<file path="config.mk">
export PLATFORM = sky130hd
export DESIGN_NAME = bsg_wormhole_dma_initiator
export DESIGN_NICKNAME = d
export VERILOG_FILES = /design/src/rtl/bsg_wormhole_dma_pkg.sv /design/src/rtl/bsg_wormhole_dma_flit_sipo.sv /design/src/rtl/bsg_wormhole_dma_initiator.sv
export SDC_FILE = /design/constraint.sdc
export NUM_CORES = 1
export LEC_CHECK = 0
export ABC_AREA = 1
export CAP_MARGIN = 0
export CORE_MARGIN = 8
export CORE_UTILIZATION = 33
export DETAILED_ROUTE_END_ITERATION = 7
export PLACE_DENSITY_LB_ADDON = 0.08
export SLEW_MARGIN = 15
export SYNTH_ARGS = -nofsm -noshare
export SYNTH_HDL_FRONTEND = slang
export SYNTH_SLANG_ARGS = --single-unit
</file>
<file path="constraint.sdc">
create_clock -name clk_i -period 2.7 [get_ports clk_i]
set_input_delay 0.405 -clock clk_i [delete_from_list [all_inputs] [get_ports clk_i]]
set_output_delay 0.405 -clock clk_i [all_outputs]
set_load 0.05 [all_outputs]
</file>
<file path="src/rtl/bsg_wormhole_dma_pkg.sv">
// Shared definitions for the wormhole DMA initiator: header layout macro, opcode bits,
// FSM state encoding and block geometry helpers.

`define BSG_WORMHOLE_DMA_HDR_S(addr_w, cid_w, cord_w, len_w) \
    typedef struct packed {                                   \
        logic [addr_w-1:0] addr;                              \
        logic              write;                             \
        logic [cid_w-1:0]  cid;                               \
        logic [cord_w-1:0] src_cord;                          \
        logic [len_w-1:0]  len;                               \
        logic [cord_w-1:0] dest_cord;                         \
    } dma_hdr_s;

package bsg_wormhole_dma_pkg;

    localparam logic dma_op_read_c  = 1'b0;
    localparam logic dma_op_write_c = 1'b1;

    typedef enum logic [2:0] {
        e_idle,
        e_send_hdr,
        e_send_data,
        e_wait_hdr,
        e_recv_data,
        e_resp
    } dma_state_e;

    function automatic int dma_data_flits(input int words, input int data_w, input int flit_w);
        return (words * data_w) / flit_w;
    endfunction

    function automatic int dma_hdr_width(input int addr_w, input int cid_w,
                                         input int cord_w, input int len_w);
        return 2 * cord_w + len_w + cid_w + 1 + addr_w;
    endfunction

endpackage

</file>
<file path="src/rtl/bsg_wormhole_dma_flit_sipo.sv">
// Block-wide serial-in register: each fill writes the next flit slot, LSB slot first.

module bsg_wormhole_dma_flit_sipo #(
    parameter int flit_width_p = 64,
    parameter int data_flits_p = 4
) (
    input  logic                                 clk_i,
    input  logic                                 reset_n_i,
    input  logic                                 clear_i,
    input  logic                                 fill_i,
    input  logic                                 zero_i,
    input  logic [flit_width_p-1:0]              data_i,
    output logic [data_flits_p*flit_width_p-1:0] data_o
);

    localparam int slot_width_lp = (data_flits_p > 1) ? $clog2(data_flits_p) : 1;

    logic [slot_width_lp-1:0]                   slot_r;
    logic [data_flits_p-1:0][flit_width_p-1:0]  data_r;

    // NOTE: the block register is reset too, so a response that never filled it reads as zero.
    always_ff @(posedge clk_i or negedge reset_n_i) begin
        if (!reset_n_i) begin
            slot_r <= '0;
            data_r <= '0;
        end else begin
            if (clear_i) begin
                slot_r <= '0;
            end else if (fill_i) begin
                data_r[slot_r] <= data_i;
                slot_r         <= slot_r + 1'b1;
            end
            if (zero_i) begin
                data_r <= '0;
            end
        end
    end

    assign data_o = data_r;

endmodule

</file>
<file path="src/rtl/bsg_wormhole_dma_initiator.sv">
// Wormhole DMA initiator: one outstanding block read/write, header + data flits out, one response in.
// Optional response watchdog: define BSG_WORMHOLE_DMA_INITIATOR_TIMEOUT_EN.

module bsg_wormhole_dma_initiator
    import bsg_wormhole_dma_pkg::*;
#(
    parameter int flit_width_p          = 64,
    parameter int cord_width_p          = 7,
    parameter int len_width_p           = 4,
    parameter int cid_width_p           = 5,
    parameter int addr_width_p          = 32,
    parameter int block_size_in_words_p = 8,
    parameter int data_width_p          = 32,
    parameter int timeout_p             = 1024
) (
    input  logic                                          clk_i,
    input  logic                                          reset_n_i,
    input  logic [cord_width_p-1:0]                       my_cord_i,
    input  logic [cid_width_p-1:0]                        my_cid_i,
    input  logic                                          cmd_v_i,
    output logic                                          cmd_ready_o,
    input  logic                                          cmd_write_i,
    input  logic [cord_width_p-1:0]                       cmd_dest_cord_i,
    input  logic [addr_width_p-1:0]                       cmd_addr_i,
    input  logic [block_size_in_words_p*data_width_p-1:0] cmd_data_i,
    output logic                                          resp_v_o,
    input  logic                                          resp_yumi_i,
    output logic                                          resp_write_o,
    output logic [block_size_in_words_p*data_width_p-1:0] resp_data_o,
    output logic [flit_width_p-1:0]                       link_data_o,
    output logic                                          link_v_o,
    input  logic                                          link_ready_i,
    input  logic [flit_width_p-1:0]                       link_data_i,
    input  logic                                          link_v_i,
    output logic                                          link_ready_o,
    output logic                                          error_o
);

    localparam int block_width_lp = block_size_in_words_p * data_width_p;
    localparam int data_flits_lp  = dma_data_flits(block_size_in_words_p, data_width_p, flit_width_p);
    localparam int hdr_width_lp   = dma_hdr_width(addr_width_p, cid_width_p, cord_width_p, len_width_p);
    localparam int cnt_width_lp   = (data_flits_lp > 1) ? $clog2(data_flits_lp) : 1;
    localparam logic [cnt_width_lp-1:0] last_slot_lp = cnt_width_lp'(data_flits_lp - 1);
    localparam logic [len_width_p-1:0]  data_len_lp  = len_width_p'(data_flits_lp);

    if ((block_width_lp % flit_width_p) != 0) begin : g_bad_div
        $error("block width must be a multiple of flit_width_p");
    end
    if (data_flits_lp >= (1 << len_width_p)) begin : g_bad_len
        $error("data flit count does not fit in the len field");
    end
    if (hdr_width_lp > flit_width_p) begin : g_bad_hdr
        $error("header does not fit in one flit");
    end
    if (timeout_p < 1) begin : g_bad_timeout
        $error("timeout_p must be positive");
    end

    `BSG_WORMHOLE_DMA_HDR_S(addr_width_p, cid_width_p, cord_width_p, len_width_p)

    dma_state_e                                state_r;
    logic                                      write_r;
    logic [cord_width_p-1:0]                   dest_r;
    logic [addr_width_p-1:0]                   addr_r;
    logic [data_flits_lp-1:0][flit_width_p-1:0] data_r;
    logic [cnt_width_lp-1:0]                   tx_cnt_r;
    logic [len_width_p-1:0]                    rx_left_r;
    logic                                      drain_r;
    logic                                      resp_write_r;
    logic                                      cmd_ready_r;
    logic                                      link_v_r;
    logic                                      link_ready_r;
    logic                                      resp_v_r;
    logic                                      error_r;

    dma_hdr_s                                  tx_hdr;
    dma_hdr_s                                  rx_hdr;
    logic [len_width_p-1:0]                    exp_resp_len;
    logic                                      rx_mismatch;
    logic                                      hdr_accept;
    logic                                      fill;
    logic                                      timeout_hit;
    logic                                      unused_rx_fields;

    always_comb begin
        tx_hdr           = '0;
        tx_hdr.dest_cord = dest_r;
        tx_hdr.len       = (write_r == dma_op_write_c) ? data_len_lp : '0;
        tx_hdr.src_cord  = my_cord_i;
        tx_hdr.cid       = my_cid_i;
        tx_hdr.write     = write_r;
        tx_hdr.addr      = addr_r;
    end

    assign rx_hdr       = dma_hdr_s'(link_data_i[hdr_width_lp-1:0]);
    assign exp_resp_len = (write_r == dma_op_read_c) ? data_len_lp : '0;
    assign rx_mismatch  = (rx_hdr.write != write_r) || (rx_hdr.len != exp_resp_len);
    assign hdr_accept   = (state_r == e_wait_hdr) && link_v_i && link_ready_r && !timeout_hit;
    assign fill         = (state_r == e_recv_data) && link_v_i && link_ready_r && !drain_r && !timeout_hit;

    // Routing fields of the response header are not needed once it has reached us.
    assign unused_rx_fields = ^{rx_hdr.dest_cord, rx_hdr.src_cord, rx_hdr.cid, rx_hdr.addr};

`ifdef BSG_WORMHOLE_DMA_INITIATOR_TIMEOUT_EN
    localparam int to_width_lp = $clog2(timeout_p + 1);

    logic [to_width_lp-1:0] to_cnt_r;
    logic                   waiting;

    assign waiting     = (state_r == e_wait_hdr) || (state_r == e_recv_data);
    assign timeout_hit = waiting && (to_cnt_r == to_width_lp'(timeout_p));

    always_ff @(posedge clk_i or negedge reset_n_i) begin
        if (!reset_n_i) begin
            to_cnt_r <= '0;
        end else if (!waiting) begin
            to_cnt_r <= '0;
        end else if (!timeout_hit) begin
            to_cnt_r <= to_cnt_r + 1'b1;
        end
    end
`else
    assign timeout_hit = 1'b0;
`endif

    // NOTE: every output valid/ready is a register updated alongside the state, using <= only.
    always_ff @(posedge clk_i or negedge reset_n_i) begin
        if (!reset_n_i) begin
            state_r      <= e_idle;
            write_r      <= 1'b0;
            dest_r       <= '0;
            addr_r       <= '0;
            data_r       <= '0;
            tx_cnt_r     <= '0;
            rx_left_r    <= '0;
            drain_r      <= 1'b0;
            resp_write_r <= 1'b0;
            cmd_ready_r  <= 1'b0;
            link_v_r     <= 1'b0;
            link_ready_r <= 1'b0;
            resp_v_r     <= 1'b0;
            error_r      <= 1'b0;
        end else begin
            case (state_r)
                e_idle: begin
                    cmd_ready_r <= 1'b1;
                    if (cmd_v_i && cmd_ready_r) begin
                        write_r     <= cmd_write_i;
                        dest_r      <= cmd_dest_cord_i;
                        addr_r      <= cmd_addr_i;
                        data_r      <= cmd_data_i;
                        cmd_ready_r <= 1'b0;
                        link_v_r    <= 1'b1;
                        state_r     <= e_send_hdr;
                    end
                end
                e_send_hdr: begin
                    if (link_ready_i) begin
                        tx_cnt_r <= '0;
                        if (write_r == dma_op_write_c) begin
                            state_r <= e_send_data;
                        end else begin
                            link_v_r     <= 1'b0;
                            link_ready_r <= 1'b1;
                            state_r      <= e_wait_hdr;
                        end
                    end
                end
                e_send_data: begin
                    if (link_ready_i) begin
                        if (tx_cnt_r == last_slot_lp) begin
                            link_v_r     <= 1'b0;
                            link_ready_r <= 1'b1;
                            state_r      <= e_wait_hdr;
                        end else begin
                            tx_cnt_r <= tx_cnt_r + 1'b1;
                        end
                    end
                end
                e_wait_hdr: begin
                    if (timeout_hit) begin
                        error_r      <= 1'b1;
                        resp_write_r <= write_r;
                        link_ready_r <= 1'b0;
                        resp_v_r     <= 1'b1;
                        state_r      <= e_resp;
                    end else if (link_v_i) begin
                        resp_write_r <= rx_hdr.write;
                        rx_left_r    <= rx_hdr.len;
                        drain_r      <= rx_mismatch;
                        if (rx_mismatch) begin
                            error_r <= 1'b1;
                        end
                        if (rx_hdr.len == '0) begin
                            link_ready_r <= 1'b0;
                            resp_v_r     <= 1'b1;
                            state_r      <= e_resp;
                        end else begin
                            state_r <= e_recv_data;
                        end
                    end
                end
                e_recv_data: begin
                    if (timeout_hit) begin
                        error_r      <= 1'b1;
                        link_ready_r <= 1'b0;
                        resp_v_r     <= 1'b1;
                        state_r      <= e_resp;
                    end else if (link_v_i) begin
                        if (rx_left_r == len_width_p'(1)) begin
                            link_ready_r <= 1'b0;
                            resp_v_r     <= 1'b1;
                            state_r      <= e_resp;
                        end else begin
                            rx_left_r <= rx_left_r - 1'b1;
                        end
                    end
                end
                e_resp: begin
                    if (resp_yumi_i) begin
                        resp_v_r    <= 1'b0;
                        cmd_ready_r <= 1'b1;
                        state_r     <= e_idle;
                    end
                end
                default: state_r <= e_idle;
            endcase
        end
    end

    bsg_wormhole_dma_flit_sipo #(
        .flit_width_p(flit_width_p),
        .data_flits_p(data_flits_lp)
    ) u_sipo (
        .clk_i    (clk_i),
        .reset_n_i(reset_n_i),
        .clear_i  (hdr_accept),
        .fill_i   (fill),
        .zero_i   (timeout_hit),
        .data_i   (link_data_i),
        .data_o   (resp_data_o)
    );

    assign link_data_o  = (state_r == e_send_data) ? data_r[tx_cnt_r] : flit_width_p'(tx_hdr);
    assign cmd_ready_o  = cmd_ready_r;
    assign link_v_o     = link_v_r;
    assign link_ready_o = link_ready_r;
    assign resp_v_o     = resp_v_r;
    assign resp_write_o = resp_write_r;
    assign error_o      = error_r;

endmodule
</file>
* Word level (Yosys, flattened, before mapping)
Index checks and enable logic that the tools add are counted.
** Storage, ports and cells
- Register bits after elaboration :: 570
- Bits in latches :: 0
- Bits in writable memories :: 0
- Bits in read-only memories :: 0
- Bits of input ports :: 378
- Output and inout port bits :: 326
- Memories :: 0
** Operators by class
- $add $sub $neg :: 3
- Multiply operators :: 0
- Divide/modulo/power cells :: 0
- $lt $le $gt $ge :: 3
- Equality and inequality tests :: 21
- Shift-type cells :: 0
- Multiplexer cells :: 53
- Bitwise gates (word level) :: 1
- Reduce and logical (&&, ||, !) cells :: 29
** Operator list (number)
- 256-bit bitwise mux :: 1
- 64-bit 2-to-1 mux :: 3
- 64-bit binary-select mux with 2-bit select :: 1
- 64-bit demux with 2-bit select :: 1
- 3-bit 2-to-1 mux :: 10
- 1-bit 2-to-1 mux :: 22
- 2-bit inequality test (second input constant) :: 10
- 3-bit case mux with 6 select lines :: 1
- 4-bit 2-to-1 mux :: 3
- 6-bit AND reduction :: 2
- 2-bit 2-to-1 mux :: 5
- 9-bit AND reduction :: 1
- 4-bit case mux with 2 select lines :: 1
- 2-bit AND reduction :: 4
- 4-bit AND reduction :: 2
- 8-bit AND reduction :: 1
- 2-bit nonzero test :: 4
- 1-bit logical AND :: 7
- 3-bit by 2-bit equality test with 1-bit output (second input constant) :: 2
- 3-bit equality test (second input constant) :: 2
- 2-bit by 3-bit less-than comparator with 1-bit output (second input constant) :: 2
- 1-bit case mux with 3 select lines :: 2
- 3-bit nonzero test :: 2
- 2-bit by 1-bit adder with 2-bit output (second input constant) :: 2
- other kinds (18) :: 19

* Longest topological paths before layout
- Depth after elaboration :: 6
- Gate-level depth with buffers :: 10

* By module
Synthesis repeated with hierarchy kept, for this count alone.
** Unflattened totals
- Cell total of the unflattened synthesis :: 3534
- Area total of the unflattened synthesis :: 26914.6 um^2
** By module, submodules not included
- bsg_wormhole_dma_initiator :: instances 1, cells each 1865, area each 14637.8 um^2, sequential area each 7807.5 um^2
- bsg_wormhole_dma_flit_sipo :: instances 1, cells each 1669, area each 12276.8 um^2, sequential area each 6456.2 um^2

* Worst setup path before layout
No wires, ideal clock.
- Path kind :: reg2out
- From :: register tx_cnt_r[0]
- To :: output port link_data_o[63]
- Arrival :: 1.975 ns
- Required time :: 2.295 ns
- Path slack :: 0.320 ns
- Stages on the path, launching flop included :: 6
- Cell sequence :: dfrtp_1 -> clkbuf_1 -> clkbuf_1 -> clkbuf_1 -> o21ai_0 -> a21oi_1
** On the way
- Cells in the longest elaborated chain, start to end :: 3
** RTL lines
- start: declaration :: line bsg_wormhole_dma_initiator.sv:66 : logic [cnt_width_lp-1:0] tx_cnt_r;
- start signal: assignment :: line bsg_wormhole_dma_initiator.sv:176 : tx_cnt_r <= tx_cnt_r + 1'b1;
- 64-bit binary-select mux with 2-bit select :: line bsg_wormhole_dma_initiator.sv:244 : assign link_data_o = (state_r == e_send_data) ? data_r[tx_cnt_r] : flit_width_p'(tx_hdr);
- 64-bit 2-to-1 mux (implied by the code) :: line bsg_wormhole_dma_initiator.sv:244
- 64-bit 2-to-1 mux :: line bsg_wormhole_dma_initiator.sv:244
- end: declaration :: line bsg_wormhole_dma_initiator.sv:30 : output logic [flit_width_p-1:0] link_data_o,
No other way between the ends. The select of a mux whose other input is x is not followed.

* Worst setup path after layout
- From :: register tx_cnt_r[0]
- To :: output port link_data_o[29]
The elaborated chain is that of the path after synthesis.

==> results.txt <==
----------------------------------------------------
[GRT]
  Global route total overflow ... 0
  Global-route usage over all layers ... 0.226
  First-pass GRT wire length ... 147 mm
  Initial antenna violation count ... 44
  Pin count of the biggest net entering global routing ... 183
  Vias in the first global route ... 23,300

[Logic synthesis]
  Post-Synthesis Net Count ... 3,377
  Part of the Yosys area used for sequential elements ... 0.577
  Main flop type after synthesis ... sky130_fd_sc_hd__dfrtp_1
  Total of flip-flops plus latches after synthesis ... 570
  YS warnings ... 0
  Leading cell types by total area after synthesis ... sky130_fd_sc_hd__dfrtp_1 58%, sky130_fd_sc_hd__nand2_1 18%, sky130_fd_sc_hd__o21ai_1 8.8%, sky130_fd_sc_hd__o21ai_0 3.4%, sky130_fd_sc_hd__inv_1 2.9%
  Area share of the leading cell type in the synthesized netlist ... 0.577
  Number of synthesized flops with an enable pin ... 0
  Share of the synthesized area in compound gates (AO/OA/AOI/OAI) ... 0.156
  Synthesized area per cell ... 8.26 um^2
  Synthesized netlist cell count ... 2,992
  Mux share of post-synthesis cell area ... 0
  Library cells used by synthesis ... 23
  Top cell type by total area after synthesis ... sky130_fd_sc_hd__dfrtp_1
  Most frequent cell after synthesis ... sky130_fd_sc_hd__nand2_1
  Post-synthesis share of cell area spent on full adders, half adders and majority gates ... 0.00354
  Xor/xnor share of the synthesized area ... 0.000354
  Most common library cells after synthesis ... 1,191 x sky130_fd_sc_hd__nand2_1, 570 x sky130_fd_sc_hd__dfrtp_1, 435 x sky130_fd_sc_hd__o21ai_1
  Share of synthesized flip-flops with an asynchronous set or reset ... 1.00
  Synthesized cell area ... 24,700 um^2
  Dominant combinational cell family by area after synthesis ... simple AND/OR/NAND/NOR gates
  Simple logic cell fraction of the synthesized area ... 0.196

[Worst setup path]
  Critical Path AT ... 2270 ps
  Slowest Stage Delay on Critical Path ... 560 ps
  Critical Setup Path Class ... flop to output port
  Kind of end point of the critical path ... output port
  Buffer and inverter count on the worst path ... 3
  WP data required ... 2300 ps
  Ordered list of cells on the worst path ... inv_8, buf_16, a21oi_1, o21ai_1, nand2_1, nand2_1, o21ai_1, buf_12
  Critical path fanouts, max ... 29
  Worst-path cell with the longest stage delay ... sky130_fd_sc_hd__dfrtp_4
  Crit-path leading delay family ... flip-flops
  CP Launch Type ... flop

[Place]
  Area after detailed placement ... 33,500 um^2
  Port Buffer Count ... 703
  Routability cong. ... 0.854
  Final HPWL DP ... 70.2 mm

[Timing]
  Final cycle utilization of the critical path ... 0.990
  Clock Skew ... 25.1 ps
  Final Hold Fails ... 0
  Rel. slew slack ... 0.469
  Actual transition at the worst max-transition pin ... 797 ps
  Upper clock frequency limit ... 374 MHz
  Final setup violation count ... 0
  Minimum period implied by the final worst setup slack ... 2670 ps
  Max Transition Viols Final ... 0
  RSZ-0062 raised after global routing ... yes

[Routing]
  Vias ... 22,800
  Final WL ... 98.5 mm
  Per-cell via count in the routed design ... 4.88
  Post-DRT Antenna Nets ... 0
  DRC violation count after routing ... 0
  Detail-routed net length per standard cell ... 21.0 um
  Iteration-0 DRC count of the detailed router ... 1,382
  DRT Pass-1 Iters ... 4

[Clock network]
  CTS root buffer ... sky130_fd_sc_hd__clkbuf_16
  Post-CTS clock slew at the launch and capture registers of the worst setup and hold paths ... 60 ps
  Later-pin clock latency in the skew report ... 600 ps
  TritonCTS clock tree ... done
  Total CTS buffers ... 67
  Number of sinks on the clock net ... 570
  Bufs on Longest Clock Path ... 3
  Count of H-tree levels built during CTS ... 3

[Pwr]
  Switching fraction of total power ... 0.404
  Net Sw Power ... 15,500 uW
  Sequential group share of total power ... 0.322
  Part of the power in combinational logic ... 0.446
  Leakage dissipation ... 0.0175 uW
  PwrDens ... 1060 nW/um^2
  Internal power ... 22,800 uW
  Largest vdd supply drop ... 0.786 mV
  Clock Power Share ... 0.232
  Tot Pwr ... 38,300 uW

[Floorplan]
  Number of placed I/O pins ... 704
  Die height ... 290 um
  Row Count ... 100
  Starting Density ... 0.332
  Die width ... 290 um
  Die Outline Area ... 83,900 um^2
  Floorplan core area ... 74,300 um^2

[Layout]
  Finished Cell Area ... 36,200 um^2
  Final core utilization ... 0.487
  Layout overhead on the synthesized area ... 46.5%
  Share of final-layout standard cells stronger than drive strength 1 ... 0.0798
  Fill count ... 7,166
  Net count of the finished layout ... 4,023

[Run]
  Maxcap violations ... 0

[Min path]
  Path category of the worst min-delay check ... primary input to async pin

[Run status]
  Run status ... completed

----------------------------------------------------
[flip-flops by register name, summed over array words and instances (netlist names)]
name,cells
data_r,256
write_r,1
rx_left_r,4
resp_v_o,1
addr_r,32
drain_r,1
u_sipo.data_o,256
dest_r,7
link_v_o,1
error_o,1
state_r,3
link_ready_o,1
tx_cnt_r,2
u_sipo.slot_r,2
resp_write_o,1
cmd_ready_o,1
[cell usage in the layout (no fill, tap or decap), types with 4 or more instances in the layout]
cell type and instances:
sky130_fd_sc_hd__nand3_1 32, sky130_fd_sc_hd__clkdlybuf4s50_1 638, sky130_fd_sc_hd__o21a_1 12, sky130_fd_sc_hd__a21oi_2 12
sky130_fd_sc_hd__clkbuf_16 71, sky130_fd_sc_hd__o21ai_0 120, sky130_fd_sc_hd__clkbuf_1 20, sky130_fd_sc_hd__inv_1 189
sky130_fd_sc_hd__buf_16 6, sky130_fd_sc_hd__a21oi_1 130, sky130_fd_sc_hd__buf_4 31, sky130_fd_sc_hd__nor2_1 14
sky130_fd_sc_hd__nor2_8 4, sky130_fd_sc_hd__diode_2 26, sky130_fd_sc_hd__nand2_1 1190, sky130_fd_sc_hd__buf_6 4
sky130_fd_sc_hd__inv_2 8, sky130_fd_sc_hd__ha_1 7, sky130_fd_sc_hd__o21ai_2 21, sky130_fd_sc_hd__buf_12 91
sky130_fd_sc_hd__clkbuf_8 16, sky130_fd_sc_hd__clkinv_2 6, sky130_fd_sc_hd__clkinv_8 4, sky130_fd_sc_hd__dfrtp_1 568
sky130_fd_sc_hd__o21ai_1 464
[cell families after synthesis]
logic type | Yosys count
AND/OR/NAND/NOR | 1251
AO/OA/AOI/OAI | 762
flip-flops | 570
buffers and inverters | 401
adder cells (fa/ha/maj) | 7
XOR/XNOR | 1
[power by group through the flow]
| stage | Clock, uW | Sequential [uW] | Combinational [uW] |
|---|---|---|---|
| after global routing | 9450 | 12600 | 18400 |
| after CTS | 9120 | 12300 | 17000 |
| after floorplan | 0 | 13700 | 7910 |
| after global placement | 0 | 12300 | 16300 |
| after detailed placement | 0 | 12400 | 16500 |
| final | 8880 | 12300 | 17100 |
[worst reg2reg max path: cells and delay by family (launching register included)]
kind | cells | cell delay, ps
simple gates | 4 | 860
buf+inv | 3 | 650
flops | 1 | 450
compound gates | 1 | 190
[through the flow]
step                worst slack (ps)  setup TNS (ps)  cells  hold WS (ps)
global route                   -67.1            -249   4667           313
CTS                            -36.3            -108   4653           289
global placement                 385               0   4526           356
floorplan                        320               0   2992           109
detailed placement               314               0   4526           356
finish                          27.9               0   4681           303
[final cells by class]
class | count | area [um^2] | share of cell area
sequential | 570 | 14300 | 0.394
multi-input combinational | 2021 | 8940 | 0.247
timing repair buffer | 777 | 8800 | 0.243
clock buffer | 105 | 2020 | 0.0558
tap | 969 | 1210 | 0.0335
inverter | 201 | 772 | 0.0213
clock inverter | 12 | 133 | 0.00366
antenna | 26 | 65.1 | 0.00180
[path summary, 6_finish.rpt]
| check | from | end | slack [ps] | depth (start not counted) |
|---|---|---|---|---|
| setup / recovery | tx_cnt_r[0] | link_data_o[29] | 30 | 8 |
| hold / removal | reset_n_i | u_sipo.data_o[78] | 300 | 2 |
| setup reg to reg | state_r[1] | u_sipo.data_o[247] | 430 | 8 |
| hold reg to reg | data_r[247] | data_r[247] | 460 | 2 |
| max in group asynchronous | reset_n_i | data_r[66] | 1430 | 4 |
| min in group clk_i | cmd_data_i[238] | data_r[238] | 330 | 3 |
[layer usage]
metal / share of wire / GRT usage / vias up
met4: 0.029 / 0.0721 / 36
met2: 0.48 / 0.374 / 680
li1: - / - / 10900
met3: 0.080 / 0.0709 / 177
met1: 0.41 / 0.281 / 11000
met5: 0.0024 / 0 / -
[what timing repair did]
item,in CTS,in global routing
setup buffers,5,0
endpoints found under the setup margin,45,59
hold buffers,1,0
gates cloned,4,2
pin swaps,2,5
resized for setup,45,59
endpoints found under the hold margin,32,0
(Power assumes the default switching activity.)
